==> src/rtl/hard_mem_1rw_bit_mask_d64_w15_ctrl.sv <==
// Initiator-side controller for a 64x15 single-port bit-masked SRAM: valid/ready requests in, valid/yumi read responses out.
// Define HARD_MEM_CTRL_ZERO_INIT_EN to zero-fill the array after every reset before accepting traffic.
module hard_mem_1rw_bit_mask_d64_w15_ctrl #(
  parameter int width_p = 15,
  parameter int els_p   = 64,
  localparam int addr_width_lp = $clog2(els_p)
) (
  input  logic                     clk_i,
  input  logic                     reset_i,
  input  logic                     v_i,
  input  logic                     w_i,
  input  logic [addr_width_lp-1:0] addr_i,
  input  logic [width_p-1:0]       data_i,
  input  logic [width_p-1:0]       w_mask_i,
  output logic                     ready_o,
  output logic                     v_o,
  output logic [width_p-1:0]       data_o,
  input  logic                     yumi_i,
  output logic                     init_done_o,
  output logic                     mem_v_o,
  output logic                     mem_w_o,
  output logic [addr_width_lp-1:0] mem_addr_o,
  output logic [width_p-1:0]       mem_data_o,
  output logic [width_p-1:0]       mem_w_mask_o,
  input  logic [width_p-1:0]       mem_data_i
);

  typedef enum logic {INIT, READY} state_e;

`ifdef HARD_MEM_CTRL_ZERO_INIT_EN
  localparam state_e reset_state_lp = INIT;
`else
  localparam state_e reset_state_lp = READY;
`endif

  state_e                   state_r, state_n;
  logic [addr_width_lp-1:0] count_r;
  logic                     rd_pending_r;
  logic                     v_r;
  logic [width_p-1:0]       data_r;
  logic                     accept;

  always_comb begin
    state_n      = state_r;
    accept       = 1'b0;
    ready_o      = 1'b0;
    init_done_o  = 1'b0;
    mem_v_o      = 1'b0;
    mem_w_o      = w_i;
    mem_addr_o   = addr_i;
    mem_data_o   = data_i;
    mem_w_mask_o = w_mask_i;
    case (state_r)
      INIT: begin
        // Outputs are gated by reset so the sweep pins drop the instant reset rises.
        mem_v_o      = ~reset_i;
        mem_w_o      = 1'b1;
        mem_addr_o   = count_r;
        mem_data_o   = '0;
        mem_w_mask_o = '1;
        if (count_r == addr_width_lp'(els_p - 1)) state_n = READY;
      end
      READY: begin
        init_done_o = ~reset_i;
        ready_o     = ~reset_i & ~rd_pending_r & (~v_r | yumi_i);
        accept      = v_i & ready_o;
        mem_v_o     = accept;
      end
      default: state_n = reset_state_lp;
    endcase
  end

  always_ff @(posedge clk_i or posedge reset_i) begin
    if (reset_i) begin
      state_r      <= reset_state_lp;
      count_r      <= '0;
      rd_pending_r <= 1'b0;
      v_r          <= 1'b0;
      data_r       <= '0;
    end else begin
      state_r      <= state_n;
      if (state_r == INIT) count_r <= count_r + 1'b1;
      rd_pending_r <= accept & ~w_i;
      // A completing read sets v_r even if the client consumes in the same cycle.
      if (rd_pending_r) begin
        v_r    <= 1'b1;
        data_r <= mem_data_i;
      end else if (yumi_i) begin
        v_r    <= 1'b0;
      end
    end
  end

  assign v_o    = v_r;
  assign data_o = data_r;

  yumi_needs_valid: assert property (@(posedge clk_i) disable iff (reset_i) yumi_i |-> v_r);

endmodule

==> config.mk <==
export PLATFORM = sky130hd
export DESIGN_NAME = hard_mem_1rw_bit_mask_d64_w15_ctrl
export DESIGN_NICKNAME = d
export VERILOG_FILES = /design/src/rtl/hard_mem_1rw_bit_mask_d64_w15_ctrl.sv
export SDC_FILE = /design/constraint.sdc
export NUM_CORES = 1
export LEC_CHECK = 0
export CORE_UTILIZATION = 32
export CTS_BUF_LIST = sky130_fd_sc_hd__clkbuf_2
export CTS_CLUSTER_SIZE = 8
export DETAILED_ROUTE_END_ITERATION = 8
export PLACE_DENSITY = 0.82
export SETUP_SLACK_MARGIN = 0.05
export SYNTH_ARGS = -nofsm -noshare
export SYNTH_HDL_FRONTEND = slang
export SYNTH_SLANG_ARGS = --single-unit
==> constraint.sdc <==
create_clock -name clk_i -period 2 [get_ports clk_i]
set_clock_uncertainty 0.1 [all_clocks]
set_input_delay 0.4 -clock clk_i [delete_from_list [all_inputs] [get_ports clk_i]]
set_output_delay 0.4 -clock clk_i [all_outputs]
set_load 0.02 [all_outputs]
==> results of run 1 <==
==> synthesized netlist by cell type <==
master and n:
a21o_1 1, a21oi_1 1, a31o_2 1, and2_1 16, and2b_2 1, and3_1 1
and3b_1 2, buf_2 2, buf_4 1, buf_6 2, clkbuf_1 1, clkbuf_2 1
dfrtp_1 23, dfstp_2 1, ha_1 1, inv_1 1, mux2_2 21, nand2b_1 19
nand3_1 2, nand3b_1 1, nand4_1 1, nor2b_4 1, xnor2_1 5
==> layout by cell type (no fill, tap or decap), types with 2 or more instances in the layout <==
master           netlist  final
dfrtp_1               23     23
mux2_2                21     16
nand2b_1              19     15
and3b_1                2      2
xnor2_1                5      5
and2_1                16     16
nand3_1                2      2
clkdlybuf4s50_1        0     70
buf_6                  2     16
buf_2                  2     11
buf_4                  1     21
nand2b_4               0      4
clkbuf_2               1      3
mux2_4                 0      5
==> kinds of logic after synthesis <==
family	count (synthesis)	synth area share (%)
buf+inv	8	4.18
xor+xnor	5	3.48
fa+ha+maj	1	0.995
flops	24	47.9
compound gates	3	1.69
mux	21	18.8
simple gates	44	23.0
==> layer usage <==
metal,wire length [um],vias to the layer above
li1,-,584
met5,0,-
met2,2160,61
met3,347,2
met1,1500,589
met4,14,0
==> sequential cells by signal, indices dropped and copies added, names as in the netlist <==
signal	flops
count_r	6
data_o	15
rd_pending_r	1
state_r	1
v_o	1
==> worst min-delay path: stages <==
cell and delay, ns:
clkdlybuf4s50_1 0.49, inv_1 0.08, buf_4 0.29
==> timing repair <==
item / 4_1_cts / 5_1_grt
endpoints found under the setup margin: 40 / 41
buffers inserted: 2 / 1
gates resized for setup: 204 / 14
==> how the worst min path moves through the flow <==
stage                     from            to  slack [ns]
detailed placement  count_r[5]    count_r[5]        0.38
CTS                    reset_i  rd_pending_r        0.39
global placement    count_r[2]    count_r[2]        0.38
global route           reset_i  rd_pending_r        0.40
finish                 reset_i    count_r[2]        0.39
floorplan              reset_i    count_r[0]        0.31
==> area by class of cell <==
cell class              instances  share of cell area [%]
repair buffers                121                    45.6
clock inverters                 1                    1.20
inverters                       1                   0.150
well taps                      48                    2.40
clock buffers                   3                   0.600
flip-flops and latches         24                    24.0
multi-input cells              74                    26.0
==> power groups by stage <==
stage	Combinational, uW	Clock (uW)	Sequential (uW)
after floorplan	15.1	0	494
after global placement	127	0	494
after detailed placement	130	0	494
after CTS	131	325	486
after global routing	140	344	487
final	132	318	486
==> through the flow <==
stage / std cells / worst slack, ns
3_5_place_dp: 265 / -0.369
4_1_cts: 271 / -0.0656
2_1_floorplan: 106 / 0.341
6_report: 272 / -0.0459
5_1_grt: 272 / -0.131
3_3_place_gp: 265 / -0.375
==> results.md, run 1 <==
* Status: finished, violations left
* Failing checks: setup timing
* Cell Area, Synth at 0.00126 mm^2
* Post-detailed-routing wire length at 4020 um
* Vias in the first global route at 1241
* Final slew viol count at 0
* FF+latch area at 602 um^2
* Die X at 64.7 um
* GR Util All Layers at 18.7%
* CP max stage cell: dfstp_2
* Worst EP required at 1.50 ns
* Met1 Track Usage GR at 20.8%
* Clock latency on the worst-skew pair at 0.33 ns
* CTS max path bufs at 2
* I/O Pins at 112
* Crit end category: primary output
* Syn_nets at 163
* Crit Path Class: reg -> out
* Max-Cap Viols at 0
* R2r worst-path depth at 4
* Die height at 64.7 um
* FF-to-FF End: count_r[4]
* FF+latch count, synth at 24
* Row cnt at 22
* Gate Count Post-Synth at 106
* Minimum clock period at 2.05 ns
* Period utilization at 102%
* Top Usage Layer GRT: met2
* HPWL after DPL at 3300 um
* Effective utilization at floorplan at 33.8%
* Maximum vdd drop at 0.000441 V
* Ratio of cells with drive above 1 in the final layout at 37.1%
* Dpl cell area at 0.00243 mm^2
* Area contributors post-synth: dfrtp_1 46%, mux2_2 19%, nand2b_1 9.5%
* Net switching power at 174 uW
* Yosys top cell area share at 45.8%
* Slew @ Worst Pin at 0.296 ns
* Worst setup path endpoint: mem_addr_o[0]
* Final #Nets at 282
* ANT cells at 0
* Clk slew on worst S/H paths at 0.23 ns
* Final hold vios at 0
* Area delta synth->final at 99.1%
* PortBufs at 111
* Total leakage power at 0.00116 uW
* Slew HR at 80.3%
* Share of power burned in registers at 52.0%
* Worst R2R Setup Slack at 0.60 ns
* Met3 usage at 4.75%
* Clock root cell: clkbuf_2
* Crit-path cells: buf_6, mux2_4, buf_6
* Total congestion overflow at 0
* Core ar. at 0.00372 mm^2
* Cell taking the most area after synthesis: dfrtp_1
* Clk pwr share at 33.9%
* Total clock sinks at 24
* Footprint of the multi-input gates at 652 um^2
* Logic pwr share at 14.1%
* CP top delay family: flip-flops
* Worst-path maximum fanout at 6
* # hold bufs at CTS at 0
* Worst Hold Class: in -> async
* Pwr Total at 936 uW
* Net switching fraction of the power at 18.5%
* Util after Layout at 67.4%
* RR Startpoint: state_r
* Fmax at 489 MHz
* Syn Area/Cell at 11.9 um^2
* Initial DRC count at 27
* P_int at 762 uW
* Initial antenna violation count at 0
* Via count at 1236
* Routed vias/inst at 4.54
* Warnings from Yosys at 0
* Startpoint class of the critical path: flop
* Fin Setup TNS at -0.190 ns
* Die area at 0.00418 mm^2
* Critical Path Stages at 3
* Unrepaired setup endpoints after global routing: yes
* Critical path arrival at 1.55 ns
* Synth unique cells at 23
* H-tree levels at 1
* Final instance area at 0.00250 mm^2
* Largest net degree at the start of global routing at 25
* Drc violations at 0
* Setup crit start: state_r
* Routed Antenna Nets at 0
* Routed WL per cell at 14.8 um
* Worst Hold Margin at 0.394 ns
* Pre-antenna DRT Iters at 4
* Final setup fails at 7
* Most numerous cell on the critical path: buf_6
* GP Congestion at 0.688
* TritonCTS clock tree: done
* First-pass GRT wire length at 6070 um
* Met2 Use GR at 35.4%
* PwrDens at 374 mW/mm^2
* Setup ws final at -0.0459 ns
* Num CTS Buffers at 3
* Fill cell count at 301
* CP max stage delay at 0.62 ns
* Sequential area share after synthesis at 47.9%
* CP Buf/Inv Count at 2
Note: power is estimated with default switching activity, not from simulation.
==> inputs of run 2 (changes only) <==
--- a/config.mk
+++ b/config.mk
@@ -5,6 +5,7 @@
 export SDC_FILE = /design/constraint.sdc
 export NUM_CORES = 1
 export LEC_CHECK = 0
+export CORE_MARGIN = 2
 export CORE_UTILIZATION = 32
 export CTS_BUF_LIST = sky130_fd_sc_hd__clkbuf_2
 export CTS_CLUSTER_SIZE = 8
==> results.md, run 2 (synthesis results as in run 1) <==
* Worst Hold Margin at 0.354 ns (-0.0391 ns)
* PwrDens at 317 mW/mm^2 (-15%)
* ANT cells at 0 (unchanged)
* Clk slew on worst S/H paths at 0.22 ns (about the same)
* GP Congestion at 0.734 (+6.7%)
* FF-to-FF End: count_r[5]
* Fill cell count at 286 (-5.0%)
* Setup ws final at -0.0401 ns (+0.00581 ns)
* Routed Antenna Nets at 0 (unchanged)
* Most frequent cells in the layout: 70 x clkdlybuf4s50_1, 23 x dfrtp_1, 22 x buf_4, 19 x mux2_2, 18 x buf_6
* Period utilization at 102% (-0.29 points)
* Dpl ws at -0.339 ns (+0.0293 ns)
* Initial DRC count at 15 (-44%)
* Die height at 66.7 um (+3.1%)
* Via count at 1256 (+1.6%)
* Total congestion overflow at 0 (unchanged)
* Max-Cap Viols at 0 (unchanged)
* TritonCTS clock tree: done
* Final #Nets at 286 (+1.4%)
* Effective utilization at floorplan at 33.8% (unchanged)
* Total leakage power at 0.00120 uW (+3.6%)
* Post-detailed-routing wire length at 4340 um (+7.9%)
* PortBufs at 111 (unchanged)
* Max reg flops at 15 (unchanged)
* Maximum vdd drop at 0.000262 V (-41%)
* HPWL after DPL at 3380 um (+2.5%)
* Final setup fails at 6 (-1)
* Crit Path Class: reg -> out
* Slew HR at 71.2% (-9.0 points)
* Worst R2R Setup Slack at 0.43 ns (-0.17 ns)
* Pre-antenna DRT Iters at 2 (-2)
* Ratio of cells with drive above 1 in the final layout at 40.8% (+3.7 points)
* H-tree levels at 1 (unchanged)
* Fmax at 490 MHz (+0.28%)
* Unrepaired setup endpoints after global routing: yes
* Final hold vios at 0 (unchanged)
* Die area at 0.00445 mm^2 (+6.3%)
* Largest net degree at the start of global routing at 17 (-32%)
* GR Util All Layers at 18.0% (-0.74 points)
* Failing checks: setup timing
* Slew @ Worst Pin at 0.431 ns (+0.135 ns)
* Minimum clock period at 2.04 ns (-0.00581 ns)
* I/O Pins at 112 (unchanged)
* Routed WL per cell at 15.7 um (+6.3%)
* Worst-path maximum fanout at 5 (-1)
* Startpoint class of the critical path: flop
* Routed vias/inst at 4.55 (+0.15%)
* Crit end category: primary output
* RR Startpoint: state_r
* Die X at 66.7 um (+3.1%)
* Num CTS Buffers at 3 (unchanged)
* Total clock sinks at 24 (unchanged)
* Clock root cell: clkbuf_2
* Final slew viol count at 0 (unchanged)
* Core ar. at 0.00372 mm^2 (unchanged)
* Critical path arrival at 1.54 ns (about the same)
* CTS max path bufs at 2 (unchanged)
* Fin Setup TNS at -0.111 ns (+0.0791 ns)
* R2r worst-path depth at 6 (+2)
* Row cnt at 22 (unchanged)
* Worst Hold Class: in -> async
* Worst EP required at 1.50 ns (about the same)
* Pwr Total at 814 uW (-13%)
* Status: finished, violations left
* Util after Layout at 69.1% (+1.7 points)
* First-pass GRT wire length at 6010 um (-1.0%)
* Clock latency on the worst-skew pair at 0.33 ns (about the same)
* Drc violations at 0 (unchanged)
* Initial antenna violation count at 0 (unchanged)
* Most common cell after layout, fill and taps aside: clkdlybuf4s50_1
* Area delta synth->final at 104%
* Vias in the first global route at 1236 (-0.40%)
## run 2: cell types whose count changed in the layout (fill, tap and decap cells not counted), sizes merged
cell / change
clkdlybuf4s15: +1
buf: +2
clkbuf: +2
bufinv: -1
## run 2: what timing repair did
item                                   in CTS  in global routing
pin swaps                                   0                  1
endpoints found under the hold margin       0                  0
resized for setup                         198                 27
setup buffers                               5                  0
setup endpoints to repair                  40                 39
hold buffers                                0                  0
cloned                                      0                  1
## run 2: final cells by class
class,instances,area [um^2],share of cell area (%)
Clock buffer,4,20.0,0.780
Inverter,1,3.75,0.146
Multi-Input combinational cell,74,669,26.1
Sequential cell,24,602,23.4
Tap cell,48,60.1,2.34
Timing Repair Buffer,125,1210,47.2
## run 2: per-layer routing
layer	vias up	GRT usage, %	routed length (um)
li1	591	-	-
met1	599	18.4	1460
met2	64	36.0	2390
met3	2	5.07	464
met4	0	3.06	18
met5	-	0	0
## run 2: power breakdown
part           switching [uW]  internal [uW]  leakage, uW  total (uW)
clock network             137           52.9    0.0000166         190
registers                   0            486     0.000317         486
logic                    29.4            109     0.000870         138
## run 2: how the worst max path moves through the flow
stage | endpoint | startpoint | cells after the start
after detailed placement | mem_v_o | yumi_i | 5
after global routing | mem_addr_o[2] | state_r | 4
after global placement | mem_v_o | yumi_i | 5
final | mem_addr_o[2] | state_r | 4
after CTS | mem_addr_o[2] | state_r | 4
after floorplan | mem_v_o | rd_pending_r | 4
## run 2: per-stage QoR
step                      instances  cell area (um^2)
final                           276              2570
after global routing            276              2570
after CTS                       275              2440
after detailed placement        266              2450
after global placement          266              2450
after floorplan                 106              1260
## run 2: worst max-delay path, cell delays in order, from the launching register on
cell	delay [ns]
dfstp_2	0.60
buf_6	0.12
and2b_2	0.22
a21o_1	0.16
buf_6	0.13
==> inputs of run 3 (changes only) <==
--- a/config.mk
+++ b/config.mk
@@ -6,11 +6,11 @@
 export NUM_CORES = 1
 export LEC_CHECK = 0
 export CORE_MARGIN = 2
-export CORE_UTILIZATION = 32
+export CORE_UTILIZATION = 30
 export CTS_BUF_LIST = sky130_fd_sc_hd__clkbuf_2
 export CTS_CLUSTER_SIZE = 8
 export DETAILED_ROUTE_END_ITERATION = 8
-export PLACE_DENSITY = 0.82
+export PLACE_DENSITY = 0.85
 export SETUP_SLACK_MARGIN = 0.05
 export SYNTH_ARGS = -nofsm -noshare
 export SYNTH_HDL_FRONTEND = slang
==> results.md, run 3 (synthesis results as in run 1) <==
* Row cnt at 23 (+4.5%)
* Clk slew on worst S/H paths at 0.20 ns (-0.02 ns)
* Pre-antenna DRT Iters at 4 (+2)
* Final #Nets at 287 (+0.35%)
* Dpl cell area at 0.00250 mm^2 (+1.8%)
* Fmax at 480 MHz (-2.1%)
* Met2 Use GR at 26.3% (-9.7 points)
* ANT cells at 0 (unchanged)
* HPWL after DPL at 2890 um (-14%)
* Worst Hold Class: in -> async
* Total congestion overflow at 0 (unchanged)
* Status: finished, violations left
* I/O Pins at 112 (unchanged)
* First-pass GRT wire length at 5230 um (-13%)
* Most common cell after layout, fill and taps aside: clkdlybuf4s50_1
* CP max stage cell: dfstp_2
* TritonCTS clock tree: done
* Core ar. at 0.00403 mm^2 (+8.4%)
* Failing checks: setup timing
* Slew @ Worst Pin at 0.338 ns (-0.0927 ns)
* Critical path arrival at 1.58 ns (+0.04 ns)
* Die height at 68.7 um (+3.1%)
* CTS max path bufs at 2 (unchanged)
* Clk pwr share at 34.1% (+11 points)
* Ratio of cells with drive above 1 in the final layout at 37.1% (-3.7 points)
* RR Startpoint: state_r
* Dpl ws at -0.356 ns (-0.0170 ns)
* GP Congestion at 0.680 (-7.3%)
* Effective utilization at floorplan at 31.2% (-2.6 points)
* Clock root cell: clkbuf_2
* Top Usage Layer GRT: met2
* Routed WL per cell at 12.6 um (-20%)
* Num CTS Buffers at 3 (unchanged)
* Net switching power at 172 uW (+3.4%)
* Max-Cap Viols at 0 (unchanged)
* Routed vias/inst at 4.48 (-1.5%)
* Pwr Total at 934 uW (+15%)
* Crit end category: primary output
* Final hold vios at 0 (unchanged)
* Maximum vdd drop at 0.000274 V (+4.8%)
* Worst-path maximum fanout at 6 (+1)
* Logic pwr share at 13.9% (-3.1 points)
* Final setup fails at 9 (+3)
* Die X at 68.7 um (+3.1%)
* Minimum clock period at 2.08 ns (+0.0437 ns)
* PortBufs at 111 (unchanged)
* Die area at 0.00473 mm^2 (+6.3%)
* Met3 usage at 4.87% (-0.20 points)
* Clock latency on the worst-skew pair at 0.33 ns (about the same)
* CP max stage delay at 0.61 ns (about the same)
* Post-detailed-routing wire length at 3510 um (-19%)
* Share of power burned in registers at 52.1% (-7.6 points)
* Crit Path Class: reg -> out
* Non-filler cells, final at 279 (+1.1%)
* Vias in the first global route at 1223 (-1.1%)
* Initial DRC count at 7 (-8)
* Final instance area at 0.00249 mm^2 (-3.1%)
* GR Util All Layers at 14.6% (-3.4 points)
* Setup crit start: state_r
* Setup ws final at -0.0838 ns (-0.0437 ns)
* Via count at 1251 (-0.40%)
* Total clock sinks at 24 (unchanged)
* Worst EP required at 1.50 ns (about the same)
* Worst Hold Margin at 0.405 ns (+0.0509 ns)
* Placed Instances at 272 (+2.3%)
* Period utilization at 104% (+2.2 points)
* Total leakage power at 0.00134 uW (+12%)
* PwrDens at 376 mW/mm^2 (+18%)
* Routed Antenna Nets at 0 (unchanged)
* Unrepaired setup endpoints after global routing: yes
* Startpoint class of the critical path: flop
* Max reg flops at 15 (unchanged)
* Largest net degree at the start of global routing at 18 (+1)
* Crit-path cells: buf_12, and2b_2, a21o_1, buf_6
* Initial antenna violation count at 0 (unchanged)
* P_int at 762 uW (+18%)
* Area delta synth->final at 97.8%
* H-tree levels at 1 (unchanged)
* Slew HR at 77.4% (+6.2 points)
* Net switching fraction of the power at 18.4% (-2.0 points)
* Met1 Track Usage GR at 16.1% (-2.3 points)
* Most frequent cells in the layout: 59 x clkdlybuf4s50_1, 26 x buf_4, 23 x dfrtp_1, 20 x mux2_2
* Drc violations at 0 (unchanged)
* Final slew viol count at 0 (unchanged)
## run 3: changes by cell type in the layout (fill, tap and decap cells not counted), moves of 4 or more
cell / change
nand2b_4: -7
buf_2: +10
dlymetal6s2s_1: +11
buf_6: -11
buf_4: +4
clkdlybuf4s50_1: -11
nand2b_1: +7
## run 3: power by group through the flow
| stage | registers (uW) | logic, uW | clock network [uW] |
|---|---|---|---|
| floorplan | 494 | 15.1 | 0 |
| global route | 487 | 140 | 352 |
| CTS | 486 | 131 | 327 |
| detailed placement | 494 | 132 | 0 |
| global placement | 494 | 129 | 0 |
| finish | 486 | 130 | 318 |
## run 3: path summary, 6_finish.rpt
path | to | slack (ns) | cells after the start
setup / recovery | mem_addr_o[2] | -0.08 | 4
hold / removal | count_r[0] | 0.41 | 3
setup reg to reg | count_r[3] | 0.53 | 5
hold reg to reg | count_r[5] | 0.41 | 1
max in group asynchronous | rd_pending_r | 1.01 | 4
min in group clk_i | count_r[5] | 0.41 | 1
## run 3: worst max-delay path: cells and delay by family, from the launching register on
family / cells / cell delay, ns
flip-flops: 1 / 0.61
buffers and inverters: 2 / 0.25
AO/OA/AOI/OAI: 1 / 0.16
AND/OR/NAND/NOR: 1 / 0.23
## run 3: area by class of cell
| class | count | area [um^2] |
|---|---|---|
| Fill cell | 350 | 1540 |
| Clock inverter | 1 | 30.0 |
| Multi-Input combinational cell | 74 | 609 |
| Inverter | 1 | 3.75 |
| Tap cell | 50 | 62.6 |
| Clock buffer | 3 | 15.0 |
| Timing Repair Buffer | 126 | 1160 |
| Sequential cell | 24 | 602 |
## run 3: through the flow
| stage | util, % | TNS [ns] |
|---|---|---|
| 2_1_floorplan | - | 0 |
| 3_3_place_gp | 62.0 | -2.69 |
| 3_5_place_dp | 62.0 | -3.04 |
| 4_1_cts | 60.2 | -0.784 |
| 5_1_grt | 61.7 | -2.37 |
| 6_report | 61.7 | -0.457 |
## run 3: timing repair
action	CTS	global route
setup endpoints to repair	40	52
hold buffers	0	0
gates resized for setup	181	23
setup buffers	3	1
## run 3: routing by layer
metal / up-vias / share of wire [%]
met5: - / 0
met3: 4 / 14
li1: 596 / -
met4: 0 / 0.66
met2: 73 / 48
met1: 578 / 37
